### config.mk
export PLATFORM = sky130hd
export DESIGN_NAME = instruction_fetch_stage_flat
export DESIGN_NICKNAME = d
export VERILOG_FILES = /design/src/rtl/instruction_fetch_stage_pkg.sv /design/src/rtl/instruction_fetch_stage_if.sv /design/src/rtl/instruction_fetch_stage_skid.sv /design/src/rtl/instruction_fetch_stage.sv /design/src/flat_wrapper.sv
export SDC_FILE = /design/constraint.sdc
export NUM_CORES = 1
export LEC_CHECK = 0
export ABC_CLOCK_PERIOD_IN_PS = 2400
export CAP_MARGIN = 20
export CORE_MARGIN = 2
export CORE_UTILIZATION = 52
export CTS_BUF_LIST = sky130_fd_sc_hd__clkbuf_4 sky130_fd_sc_hd__clkbuf_8 sky130_fd_sc_hd__clkbuf_16
export DETAILED_ROUTE_END_ITERATION = 12
export GPL_TIMING_DRIVEN = 0
export PLACE_DENSITY_LB_ADDON = 0.25
export SYNTH_ARGS = -nofsm -noshare
export SYNTH_HDL_FRONTEND = slang
export SYNTH_SLANG_ARGS = --single-unit
### constraint.sdc
create_clock -name Clk -period 2.4 [get_ports Clk]
set_clock_uncertainty 0.2 [all_clocks]
set_input_delay 0.24 -clock Clk [delete_from_list [all_inputs] [get_ports Clk]]
set_output_delay 0.24 -clock Clk [all_outputs]
set_load 0.02 [all_outputs]
### src/rtl/instruction_fetch_stage_pkg.sv
// Shared fetch-stage types: state encoding, word type, IF/ID payload and constants.
package cpu_pkg;

  typedef logic [31:0] word_t;

  typedef enum logic [1:0] {
    FETCH   = 2'd0,
    HOLD    = 2'd1,
    DISCARD = 2'd2
  } fetch_state_e;

  typedef struct packed {
    word_t instr;
    word_t pcplus4;
  } ifid_t;

  localparam word_t PC_INCR              = 32'd4;
  localparam word_t BUBBLE_INSTR_DEFAULT = 32'h0000_0000;
  localparam word_t RESET_PC_DEFAULT     = 32'h0000_0000;

  function automatic word_t word_align(input word_t addr);
    return addr & ~word_t'(3);
  endfunction

endpackage

### src/rtl/instruction_fetch_stage_if.sv
// Instruction-memory req/ack bus between the fetch stage (master) and memory (slave).
interface instruction_fetch_stage_if;
  import cpu_pkg::*;

  logic  IMemReq;
  word_t IMemAddr;
  logic  IMemAck;
  word_t IMemData;

  modport master (
    output IMemReq,
    output IMemAddr,
    input  IMemAck,
    input  IMemData
  );

  modport slave (
    input  IMemReq,
    input  IMemAddr,
    output IMemAck,
    output IMemData
  );

endinterface

### src/rtl/instruction_fetch_stage_skid.sv
// One-entry holding register for a fetched word that arrived while decode was stalled.
module if_skid_buffer
  import cpu_pkg::*;
(
  input  logic  clk,
  input  logic  rst,
  input  logic  load_i,
  input  logic  clear_i,
  input  ifid_t data_i,
  output ifid_t data_o,
  output logic  full_o
);

  ifid_t data_q, data_d;
  logic  full_q, full_d;

  // Clear wins over load so a redirect drops a word captured in the same cycle.
  always_comb begin
    data_d = data_q;
    full_d = full_q;
    if (clear_i) begin
      full_d = 1'b0;
    end else if (load_i) begin
      data_d = data_i;
      full_d = 1'b1;
    end
  end

  always_ff @(posedge clk) begin
    if (rst) begin
      data_q <= '0;
      full_q <= 1'b0;
    end else begin
      data_q <= data_d;
      full_q <= full_d;
    end
  end

  assign data_o = data_q;
  assign full_o = full_q;

endmodule

### src/rtl/instruction_fetch_stage.sv
// PC register and IF/ID pipeline register fetching over a variable-latency req/ack bus.
module instruction_fetch_stage
  import cpu_pkg::*;
#(
  parameter word_t RESET_PC     = RESET_PC_DEFAULT,
  parameter word_t BUBBLE_INSTR = BUBBLE_INSTR_DEFAULT
) (
  input  logic                              Clk,
  input  logic                              Rst,
  input  logic                              Stall,
  input  logic                              Redirect,
  input  word_t                             RedirectPC,
  instruction_fetch_stage_if.master         imem,
  output word_t                             Instruction,
  output logic [15:0]                       Immediate,
  output word_t                             PCPlus4,
  output logic                              Valid
);

  fetch_state_e state_q, state_d;
  word_t        pc_q, pc_d;
  word_t        pend_q, pend_d;
  ifid_t        ifid_q, ifid_d;
  logic         valid_q, valid_d;

  logic  ifid_load;
  logic  skid_load, skid_clear, skid_full;
  ifid_t skid_data;
  word_t pc_next;

  assign pc_next   = pc_q + PC_INCR;
  assign ifid_load = !(valid_q && Stall);

  if_skid_buffer u_skid (
    .clk     (Clk),
    .rst     (Rst),
    .load_i  (skid_load),
    .clear_i (skid_clear),
    .data_i  ('{instr: imem.IMemData, pcplus4: pc_next}),
    .data_o  (skid_data),
    .full_o  (skid_full)
  );

  always_comb begin
    state_d    = state_q;
    pc_d       = pc_q;
    pend_d     = pend_q;
    ifid_d     = ifid_q;
    valid_d    = valid_q;
    skid_load  = 1'b0;
    skid_clear = 1'b0;

    imem.IMemReq  = (state_q != HOLD);
    imem.IMemAddr = (state_q == DISCARD) ? pend_q : pc_q;

    if (Redirect) begin
      pc_d         = word_align(RedirectPC);
      valid_d      = 1'b0;
      ifid_d.instr = BUBBLE_INSTR;
      skid_clear   = 1'b1;
      case (state_q)
        FETCH: begin
          // Outstanding request must still complete at its original address.
          if (!imem.IMemAck) begin
            pend_d  = pc_q;
            state_d = DISCARD;
          end
        end
        HOLD:    state_d = FETCH;
        DISCARD: if (imem.IMemAck) state_d = FETCH;
        default: state_d = FETCH;
      endcase
    end else begin
      case (state_q)
        FETCH: begin
          if (imem.IMemAck) begin
            pc_d = pc_next;
            if (ifid_load) begin
              ifid_d  = '{instr: imem.IMemData, pcplus4: pc_next};
              valid_d = 1'b1;
            end else begin
              skid_load = 1'b1;
              state_d   = HOLD;
            end
          end else if (ifid_load) begin
            valid_d      = 1'b0;
            ifid_d.instr = BUBBLE_INSTR;
          end
        end
        HOLD: begin
          if (!Stall) begin
            if (skid_full) begin
              ifid_d  = skid_data;
              valid_d = 1'b1;
            end
            skid_clear = 1'b1;
            state_d    = FETCH;
          end
        end
        DISCARD: begin
          if (ifid_load) begin
            valid_d      = 1'b0;
            ifid_d.instr = BUBBLE_INSTR;
          end
          if (imem.IMemAck) state_d = FETCH;
        end
        default: state_d = FETCH;
      endcase
    end
  end

  always_ff @(posedge Clk) begin
    if (Rst) begin
      state_q <= FETCH;
      pc_q    <= RESET_PC;
      pend_q  <= '0;
      ifid_q  <= '{instr: BUBBLE_INSTR, pcplus4: '0};
      valid_q <= 1'b0;
    end else begin
      state_q <= state_d;
      pc_q    <= pc_d;
      pend_q  <= pend_d;
      ifid_q  <= ifid_d;
      valid_q <= valid_d;
    end
  end

  assign Instruction = ifid_q.instr;
  assign Immediate   = ifid_q.instr[15:0];
  assign PCPlus4     = ifid_q.pcplus4;
  assign Valid       = valid_q;

  ack_requires_req: assert property (@(posedge Clk) disable iff (Rst)
    imem.IMemAck |-> imem.IMemReq);

  addr_stable_until_ack: assert property (@(posedge Clk) disable iff (Rst)
    (imem.IMemReq && !imem.IMemAck) |=> (imem.IMemReq && $stable(imem.IMemAddr)));

  hold_has_word: assert property (@(posedge Clk) disable iff (Rst)
    (state_q == HOLD) |-> skid_full);

endmodule

### src/flat_wrapper.sv
// flat-port wrapper written by rule: the top's interface ports become plain ports
module instruction_fetch_stage_flat import cpu_pkg::*;
#(
  parameter word_t RESET_PC     = RESET_PC_DEFAULT,
  parameter word_t BUBBLE_INSTR = BUBBLE_INSTR_DEFAULT
)
  (Clk, Rst, Stall, Redirect, RedirectPC, Instruction, Immediate, PCPlus4, Valid, imem_IMemReq, imem_IMemAddr, imem_IMemAck, imem_IMemData);
  instruction_fetch_stage_if imem_i ();
  input  logic Clk;
  input  logic Rst;
  input  logic Stall;
  input  logic Redirect;
  input  word_t RedirectPC;
  output word_t Instruction;
  output logic [15:0] Immediate;
  output word_t PCPlus4;
  output logic Valid;
  output wire logic [$bits(imem_i.IMemReq)-1:0] imem_IMemReq;
  output wire logic [$bits(imem_i.IMemAddr)-1:0] imem_IMemAddr;
  input wire logic [$bits(imem_i.IMemAck)-1:0] imem_IMemAck;
  input wire logic [$bits(imem_i.IMemData)-1:0] imem_IMemData;
  assign imem_IMemReq = imem_i.IMemReq;
  assign imem_IMemAddr = imem_i.IMemAddr;
  assign imem_i.IMemAck = imem_IMemAck;
  assign imem_i.IMemData = imem_IMemData;
  instruction_fetch_stage #(.RESET_PC(RESET_PC), .BUBBLE_INSTR(BUBBLE_INSTR)) u_core (.Clk(Clk), .Rst(Rst), .Stall(Stall), .Redirect(Redirect), .RedirectPC(RedirectPC), .imem(imem_i), .Instruction(Instruction), .Immediate(Immediate), .PCPlus4(PCPlus4), .Valid(Valid));
endmodule
==> results by group <==
Worst setup path
  – Critical path origin: u_core.state_q[0]
  – Worst setup EP type: output port
  – WP data required: 1960 ps
  – Critical-path top delay cell: dfxtp_4
  – Critical path's largest stage delay: 360 ps
  – Crit path buffers/inverters: 4
  – Startpoint Class: register
  – CP Cell Sequence: inv_2 -> ha_2 -> buf_8 -> buf_6 -> mux2_2 -> clkdlybuf4s15_2
  – Crit Reg-Reg Startpoint: u_core.pc_q[17]
  – Critical path arrival: 1940 ps
  – Critical path class: register to output port
  – CP top delay family: buffers and inverters
  – CP Max Fanout: 6

Placement
  – Placed cell areas: 11500 µm²
  – Detailed Place HPWL: 21700 µm
  – IO Port Bufs: 174
  – RePlAce Congestion: 0.915

Final layout
  – Ratio of cells with drive above 1 in the final layout: 17.3%
  – Fillers: 1476
  – Fin nets: 1481
  – Area grow syn2layout: 30.2%
  – Design area: 12400 µm²
  – Ant. Diodes: 0

GRT
  – First-pass GRT wire length: 48000 µm
  – Initial antenna violation count: 0
  – Largest net degree at the start of global routing: 17
  – Overall Global Routing Usage: 30.7%
  – Vias in the first global route: 8927
  – GR Overflow Total: 0

STA
  – Final count of hold timing violations: 0
  – Final worst path period share: 99.1%
  – Fmax: 0.421 GHz
  – Final setup fails: 0
  – Worst slew pin tran: 759 ps
  – Min cycle time layout: 2380 ps
  – Slew HR: 49.4%
  – RSZ-0062 raised after global routing: yes
  – Final Max Tran Viols: 0

Synthesis
  – Seq/Total Area, Yosys: 39.6%
  – Mean area per synthesized cell: 7.93 µm²
  – Syn. warnings: 0
  – Async set or reset register ratio after synthesis: 0%
  – #FFs+latches synth: 188
  – EDFF count, synth: 0
  – Cell area after synthesis: 9500 µm²
  – Main synth FF type: dfxtp_1
  – Cell count after synthesis: 1198
  – Synth cell types: 71

Detailed routing
  – Final ANT Viol Nets: 0
  – Via count: 9778
  – Initial DRC count: 1033
  – DR WL/cell: 18.8 µm
  – Final wirelength: 31000 µm
  – Drt pass-1 iters: 5
  – Vias/cell: 5.93
  – # DRC: 0

Clock tree
  – CTS clock-pin slew for the worst setup and hold paths: 70 ps
  – CTS tree: yes
  – CTS H-tree depth: 4
  – CTS Buf Count: 17
  – Hold-fix buffers at CTS: 0
  – Clock sink total: 188
  – Deepest clock path buffer count: 2
  – Root Driver: clkbuf_16
  – Insertion delay to the later sink of the worst-skew pair: 440 ps

Power and ir drop
  – P per Cell Area: 597 nW/µm²
  – Leak: 4.49 nW
  – Tot Pwr: 0.00739 W
  – Peak supply drop: 563 µV

Die
  – Row cnt: 49
  – Die area: 19400 µm²
  – Core footprint: 18000 µm²
  – Die Wd: 139 µm
  – Initial Utilization: 52.9%
  – Die height: 139 µm
  – I/O pin count: 183

Worst hold path
  – Hold Path Origin: RedirectPC[9]
  – Hold WC Path Type: input port to register

Job
  – Max-Cap Viols: 0

Status
  – Status: completed
==> layout make-up <==
class	count	area (µm²)	share of cell area, %
Inverter	13	48.8	0.394
Timing Repair Buffer	189	1770	14.3
Tap cell	229	287	2.32
Clock inverter	9	87.6	0.708
Sequential cell	188	3770	30.5
Clock buffer	22	494	4.00
Multi-Input combinational cell	863	5120	41.4
Buffer	135	787	6.36
==> where the power goes <==
group	switching (W)	internal (W)	leakage (nW)
sequential	0.0000788	0.00322	1.53
combinational	0.000754	0.000534	2.68
clock	0.00124	0.00156	0.276
==> through the flow <==
stage / hold slack, ps / util (%) / setup WS, ps / instances / TNS [ps]
2_1_floorplan: 176 / - / 182 / 1201 / 0
3_3_place_gp: 238 / 64.2 / -719 / 1604 / -53250
3_5_place_dp: 246 / 64.2 / -757 / 1604 / -57690
4_1_cts: 132 / 68.2 / -2.04 / 1641 / -2.04
5_1_grt: 187 / 68.9 / -33.8 / 1648 / -224
6_report: 179 / 68.9 / 22.4 / 1648 / 0
==> synthesized netlist by cell type (all sizes together), types with 2 or more instances <==
cell	number	share of area (%)
a2111oi	7	0.84
a211o	2	0.18
a211oi	40	3.3
a21oi	142	7.5
a221o	2	0.21
a221oi	13	1.3
a22oi	14	1.1
a311oi	10	0.92
a31o	4	0.37
a31oi	12	0.79
a32o	3	0.32
and2	4	0.29
and3	11	0.72
and4	4	0.40
buf	66	4.5
clkbuf	71	2.8
dfxtp	188	40
ha	5	0.66
inv	13	0.51
mux2	24	2.8
mux2i	3	0.32
nand2	251	10
nand3	26	1.6
nand4	15	1.4
nor2	88	3.6
nor2b	11	0.72
nor3	21	1.2
nor4	17	2.0
o211a	3	0.32
o211ai	3	0.24
o21ai	50	2.6
o22ai	4	0.26
o311ai	2	0.18
o31a	3	0.28
or3	2	0.13
xnor2	33	3.0
xor2	19	1.8
==> logic make-up (layout without fill, tap and decap cells) <==
logic type,Yosys count,in the layout,synth area share [%]
adder cells (fa/ha/maj),5,5,0.659
XOR/XNOR,52,52,4.79
AO/OA/AOI/OAI,321,321,21.4
multiplexers,27,27,3.16
buffers and inverters,150,368,7.88
other,1,4,0.0395
AND/OR/NAND/NOR,454,454,22.5
flip-flops,188,188,39.6
==> path summary, 6_finish.rpt <==
path	end	slack, ps	depth (start not counted)
worst max register to register	u_core.PCPlus4[21]	50	7
worst max-delay path	imem_IMemAddr[4]	20	6
worst min register to register	u_core.pend_q[30]	250	2
worst min-delay path	u_core.pc_q[9]	180	3
==> flip-flops by register name, indices dropped and copies added (netlist names) <==
signal,count
u_core.u_skid.data_o,62
u_core.Instruction,32
u_core.PCPlus4,30
u_core.pc_q,30
u_core.pend_q,30
u_core.state_q,2
u_core.Valid,1
u_core.u_skid.full_o,1
==> layer usage <==
metal	wire, µm	track usage [%]	share of wire (%)	up-vias
met3	2640	4.94	8.5	90
met2	14800	50.4	48	562
met4	1090	13.5	3.5	0
met5	0	0	0	-
li1	-	-	-	4576
met1	12400	40.2	40	4550
==> cell usage in the layout (no fill, tap or decap), types with 10 or more instances in the layout <==
| master | Yosys | routed |
|---|---|---|
| nand2_1 | 248 | 247 |
| dfxtp_1 | 188 | 185 |
| clkdlybuf4s50_1 | 0 | 143 |
| a21oi_1 | 142 | 142 |
| nor2_1 | 87 | 86 |
| clkbuf_1 | 70 | 48 |
| buf_4 | 29 | 44 |
| buf_2 | 24 | 40 |
| a211oi_1 | 37 | 36 |
| o21ai_0 | 42 | 36 |
| xnor2_1 | 33 | 33 |
| nand3_1 | 24 | 24 |
| mux2_2 | 24 | 24 |
| xor2_1 | 19 | 19 |
| clkbuf_2 | 1 | 18 |
| nor3_1 | 20 | 18 |
| clkbuf_16 | 0 | 17 |
| a22oi_1 | 14 | 14 |
| a31oi_1 | 12 | 12 |
| nand4_1 | 11 | 11 |
| inv_1 | 13 | 11 |
| and3_1 | 11 | 11 |
| nor2b_1 | 11 | 11 |
| a221oi_1 | 12 | 11 |
| clkdlybuf4s15_2 | 0 | 11 |
| a311oi_1 | 10 | 10 |
| o21ai_1 | 8 | 10 |
==> worst min-delay path, delay by kind of cell <==
family                 cells  cell delay, ps
buffers and inverters      1             410
AOI/OAI and AO/OA          1              50
and+or+nand+nor            1              70
==> what timing repair did <==
item                                   4_1_cts  5_1_grt
gates resized for setup                    153       66
pin swaps                                    3        5
buffers inserted                             6        9
setup endpoints to repair                   90      178
gates cloned                                 0        0
endpoints found under the hold margin        0        0
(Power assumes the default switching activity.)
